[src/rtl/relu_seq_ctrl_pkg.sv]
// Shared definitions for the ReLU-stage sequencer: state encoding, default
// address width and read-latency limits.
package relu_seq_pkg;

    localparam int unsigned DEF_AW     = 12;
    localparam int unsigned MAX_RD_LAT = 4;

    typedef enum logic [1:0] {
        IDLE  = 2'd0,
        ISSUE = 2'd1,
        DRAIN = 2'd2,
        FIN   = 2'd3
    } state_e;

    // Keeps the valid-pipe taps in range for out-of-range latency settings.
    function automatic int unsigned clamp_lat(input int unsigned lat);
        if (lat < 1)
            return 1;
        else if (lat > MAX_RD_LAT)
            return MAX_RD_LAT;
        else
            return lat;
    endfunction

endpackage

[src/rtl/relu_seq_ctrl_vld_pipe.sv]
// Single-bit valid shift register tracking issued reads through the buffer
// read latency and the ReLU output register.
module vld_pipe
    import relu_seq_pkg::*;
#(
    parameter int unsigned RD_LAT = 1
) (
    input  logic clk_i,
    input  logic rst_i,
    input  logic vld_i,
    output logic relu_o,
    output logic wr_o
);

    localparam int unsigned LAT   = clamp_lat(RD_LAT);
    localparam int unsigned DEPTH = LAT + 1;

    logic [DEPTH-1:0] pipe_q;
    logic [DEPTH-1:0] pipe_d;

    always_comb begin
        pipe_d = {pipe_q[DEPTH-2:0], vld_i};
    end

    always_ff @(posedge clk_i) begin
        if (rst_i) begin
            pipe_q <= '0;
        end else begin
            pipe_q <= pipe_d;
        end
    end

    assign relu_o = pipe_q[LAT-1];
    assign wr_o   = pipe_q[LAT];

endmodule

[src/rtl/relu_seq_ctrl.sv]
// Sequencer for the 7-lane ReLU stage: issues input-buffer reads, times the
// stage enable and writes results to the output buffer in ascending order.
module relu_seq_ctrl
    import relu_seq_pkg::*;
#(
    parameter int unsigned AW     = DEF_AW,
    parameter int unsigned RD_LAT = 1
) (
    input  logic          clk,
    input  logic          rst,
    input  logic          start,
    input  logic [AW-1:0] cfg_rd_base,
    input  logic [AW-1:0] cfg_wr_base,
    input  logic [AW-1:0] cfg_len,
    input  logic          hold,
    output logic          busy,
    output logic          done,
    output logic          rd_en,
    output logic [AW-1:0] rd_addr,
    output logic          relu_en,
    output logic          wr_en,
    output logic [AW-1:0] wr_addr
);

    localparam int unsigned CW = AW + 1;

    state_e        state_q, state_d;
    logic [AW-1:0] rd_base_q, rd_base_d;
    logic [AW-1:0] wr_base_q, wr_base_d;
    logic [AW-1:0] len_q, len_d;
    logic [CW-1:0] issued_q, issued_d;
    logic [CW-1:0] written_q, written_d;
    logic [CW-1:0] last_idx;

    // Counters are one bit wider than the length so a full 2^AW-1 run ends.
    assign last_idx = {1'b0, len_q} - CW'(1);

    always_comb begin
        state_d   = state_q;
        rd_base_d = rd_base_q;
        wr_base_d = wr_base_q;
        len_d     = len_q;
        issued_d  = issued_q;
        written_d = written_q;
        busy      = 1'b0;
        done      = 1'b0;
        rd_en     = 1'b0;

        if (wr_en) begin
            written_d = written_q + CW'(1);
        end

        unique case (state_q)
            IDLE: begin
                if (start) begin
                    if (cfg_len != '0) begin
                        rd_base_d = cfg_rd_base;
                        wr_base_d = cfg_wr_base;
                        len_d     = cfg_len;
                        issued_d  = '0;
                        written_d = '0;
                        state_d   = ISSUE;
                    end else begin
                        state_d   = FIN;
                    end
                end
            end
            ISSUE: begin
                busy = 1'b1;
                if (!hold) begin
                    rd_en    = 1'b1;
                    issued_d = issued_q + CW'(1);
                    if (issued_q == last_idx) begin
                        state_d = DRAIN;
                    end
                end
            end
            DRAIN: begin
                busy = 1'b1;
                if (wr_en && (written_q == last_idx)) begin
                    state_d = FIN;
                end
            end
            FIN: begin
                busy    = 1'b1;
                done    = 1'b1;
                state_d = IDLE;
            end
            default: begin
                state_d = IDLE;
            end
        endcase
    end

    always_ff @(posedge clk) begin
        if (rst) begin
            state_q   <= IDLE;
            rd_base_q <= '0;
            wr_base_q <= '0;
            len_q     <= '0;
            issued_q  <= '0;
            written_q <= '0;
        end else begin
            state_q   <= state_d;
            rd_base_q <= rd_base_d;
            wr_base_q <= wr_base_d;
            len_q     <= len_d;
            issued_q  <= issued_d;
            written_q <= written_d;
        end
    end

    vld_pipe #(
        .RD_LAT (RD_LAT)
    ) u_vld_pipe (
        .clk_i  (clk),
        .rst_i  (rst),
        .vld_i  (rd_en),
        .relu_o (relu_en),
        .wr_o   (wr_en)
    );

    assign rd_addr = rd_base_q + issued_q[AW-1:0];
    assign wr_addr = wr_base_q + written_q[AW-1:0];

endmodule

[config.mk]
export PLATFORM = sky130hd
export DESIGN_NAME = relu_seq_ctrl
export DESIGN_NICKNAME = d
export VERILOG_FILES = /design/src/rtl/relu_seq_ctrl_pkg.sv /design/src/rtl/relu_seq_ctrl_vld_pipe.sv /design/src/rtl/relu_seq_ctrl.sv
export SDC_FILE = /design/constraint.sdc
export NUM_CORES = 1
export LEC_CHECK = 0
export ABC_AREA = 1
export BUFFER_PORTS_ARGS = -buffer_cell sky130_fd_sc_hd__buf_2
export CAP_MARGIN = 20
export CORE_MARGIN = 10
export CORE_UTILIZATION = 32
export CTS_BUF_LIST = sky130_fd_sc_hd__clkbuf_4 sky130_fd_sc_hd__clkbuf_8
export CTS_CLUSTER_DIAMETER = 200
export DETAILED_ROUTE_END_ITERATION = 8
export SLEW_MARGIN = 20
export SYNTH_ARGS = -nofsm -noshare
export SYNTH_HDL_FRONTEND = slang
export SYNTH_SLANG_ARGS = --single-unit
[constraint.sdc]
create_clock -name clk -period 2.35 [get_ports clk]
set_input_delay 0.47 -clock clk [delete_from_list [all_inputs] [get_ports clk]]
set_output_delay 0.47 -clock clk [all_outputs]
set_load 0.02 [all_outputs]
==> summary.txt <==
Cells and area
  – Inserted Diodes: 0
  – Filler cells: around 1400
  – Area delta synth->final: 37.6%
  – Area of all sequential standard cells: between 1000 and 1500 µm²
  – Final core area utilization: about 46%
  – Layout Nets: roughly 870
  – Share of cells above drive strength 1: 31.1%
  – Area of the multi-input gates: 3090 µm²

Floorplanning
  – Area of the core: roughly 13000 µm²
  – Initial Utilization: approximately 33%
  – Die Y: roughly 140 µm
  – IO Pins: 69
  – Row count: 42
  – Die X: approximately 140 µm
  – Die ar.: 19000 µm²

STA
  – Max Freq: about 370 MHz
  – RSZ-0062 raised after global routing: true
  – Clock Skews: 0.0118 ns
  – Tightest hold margin: approximately 0.33 ns
  – Fin. max-slew vios: 0
  – Relative slew margins: between 60% and 70%
  – Final worst-path setup slack: -0.352 ns
  – Final hold vios: 0
  – Final setup violation count: 12
  – Part of the cycle the worst path needs: 115%
  – Sum of negative setup slack: -1.90 ns
  – Tmin final: about 2.7 ns
  – Worst Tran Pin Value: 0.455 ns

Drt
  – Vias: about 4500
  – Starting DRT DRC Count: approximately 230
  – DRT antenna net count: 0
  – TritonRoute pass-1 iters: 5
  – Wire per inst: around 13 µm
  – Total Wirelength: around 13000 µm
  – Vias per inst: between 4 and 5
  – DRC violations left: 0

Synth
  – Post-Syn Nets: between 700 and 800
  – Ranking of synthesized cells by area: dfxtp_1, nand2_1, ha_1
  – EDFF count, synth: 0
  – Unique masters post-synth: 32
  – Netlist Area Pre-Place: between 4000 and 5000 µm²
  – Top-area cell type share of the netlist area: around 30%
  – Area leader, netlist: dfxtp_1
  – Mapped Avg Cell Area: 6.66 µm²
  – Post-synth ARST share: 0%
  – Register area share after synthesis: 29.8%
  – Yosys reg bits: between 60 and 70
  – Most frequent cell after synthesis: nand2_1
  – Syn. warnings: 0
  – Dominant synthesized flop cell: dfxtp_1
  – Synth cell count leaders: nand2_1, inv_1, a21oi_1, nor2_1, dfxtp_1
  – Mapped Cells: roughly 670

Power and ir drop
  – LEAKAGE: approximately 2.7 nW
  – Worst VDD drop: ~0.33 mV
  – Pwr dens: about 850 nW/µm²

Placed design
  – GPL Wtd Cong: approximately 0.86
  – Number of port buffers: around 70
  – Place WS: -0.107 ns
  – HPWL after detailed placement: 9950 µm

Clocking
  – Clock sinks: between 60 and 70
  – Clk pin slew, worst setup/hold paths: 0.08 ns
  – CTS buffer count: 9
  – CTS tree: built
  – Longest Clk Path Bufs: 2
  – Cts hold-fix bufs: 0
  – Clk Latency, worst-skew pair: between 0.3 and 0.4 ns
  – H-tree depth: 3
  – Clock Root Buffer: clkbuf_8

GRT
  – Congestion Overflow GR: 0
  – Initial antenna violation count: 0
  – Vias in the first global route: 4614
  – First-pass GRT wire length: between 20000 and 25000 µm
  – GRT Total Usage: between 10 and 15%
  – Largest net degree at the start of global routing: 26

Run status
  – Violated checks: negative setup slack
  – Status: finished, violations left

Run
  – Max-cap viol count: 0

Worst setup path
  – Startpoint types: flop
  – CP required: between 1.5 and 2 ns
  – CP arrival: 2.23 ns
  – Worst-path fanout max: 2
  – Setup crit end kind: output pin
  – Setup CP Type: reg2out

Worst hold path
  – Tightest Hold Check Type: in2reg
-- layer usage --
layer	up-vias	global-route usage [%]	routed length, µm
met5	-	0	0
met4	0	4.22	240
met3	20	3.64	695
met2	95	23.9	5990
met1	1993	16.7	5870
li1	2436	-	-
-- registers in the layout, indices dropped and copies added (netlist names) --
| name | cells |
|---|---|
| len_q | 12 |
| wr_base_q | 12 |
| rd_base_q | 12 |
| written_q | 13 |
| issued_q | 13 |
| state_q | 2 |
| u_vld_pipe.pipe_q | 2 |
-- layout by cell type, fill, tap and decap left out, types with 7 or more instances in the layout --
cell,n
ha_1,16
a21oi_1,65
nand2_1,114
dfxtp_1,41
inv_2,7
nor2_1,63
ha_4,14
dfxtp_2,23
nand3_1,58
clkbuf_8,10
inv_1,87
nand2_2,12
buf_6,12
nor2_2,9
xor2_1,23
o21ai_0,46
nor3_1,12
buf_2,51
buf_4,66
-- worst paths after layout --
path	start	end	slack [ns]	depth (start not counted)
hold reg to reg	rd_base_q[10]	rd_base_q[10]	0.45	2
setup / recovery	issued_q[0]	rd_addr[10]	-0.35	13
setup reg to reg	len_q[1]	state_q[0]	0.25	14
hold / removal	rst	issued_q[12]	0.33	2
-- critical path: stages, from the launching register on --
cell	delay, ns
dfxtp_2	0.35
ha_4	0.14
inv_2	0.03
fa_2	0.34
o21ai_2	0.14
nand2_1	0.06
nand2_1	0.07
a21oi_2	0.06
o21ai_2	0.15
nand2_1	0.08
nand2_2	0.07
a21oi_2	0.07
xor2_2	0.18
buf_6	0.13
-- where the power goes --
part	leakage (nW)	switching, W	internal, W
registers	0.551	0.000186	0.00133
logic	2.06	0.00163	0.00106
clock network	0.103	0.000442	0.000534
-- cell families after synthesis --
group / count (synthesis) / synth area share (%)
adders and majority gates: 32 / 9.37
AOI/OAI and AO/OA: 135 / 15.7
DFF: 66 / 29.8
buffers and inverters: 106 / 9.03
and+or+nand+nor: 293 / 29.5
xor gates and xnor gates: 33 / 6.52
-- final cells by class --
class                   count  area share (%)
flip-flops and latches     66            22.3
repair buffers            129            14.5
inverters                  94            5.79
multi-input cells         493            50.7
clock buffers              12            2.50
clock inverters             3           0.657
well taps                 176            3.61
-- timing repair --
item,CTS,global route
setup endpoints to repair,13,21
setup buffers,12,3
pin swaps,36,22
gates resized for setup,80,36
-- metrics by stage --
stage / area (µm²) / total power, W / cells
3_3_place_gp: 5360 / 0.00393 / 946
3_5_place_dp: 5360 / 0.00395 / 946
2_1_floorplan: 4470 / 0.00322 / 665
6_report: 6100 / 0.00518 / 973
5_1_grt: 6100 / 0.00563 / 973
4_1_cts: 5950 / 0.00512 / 972
Power figures use the tool's default switching activity.
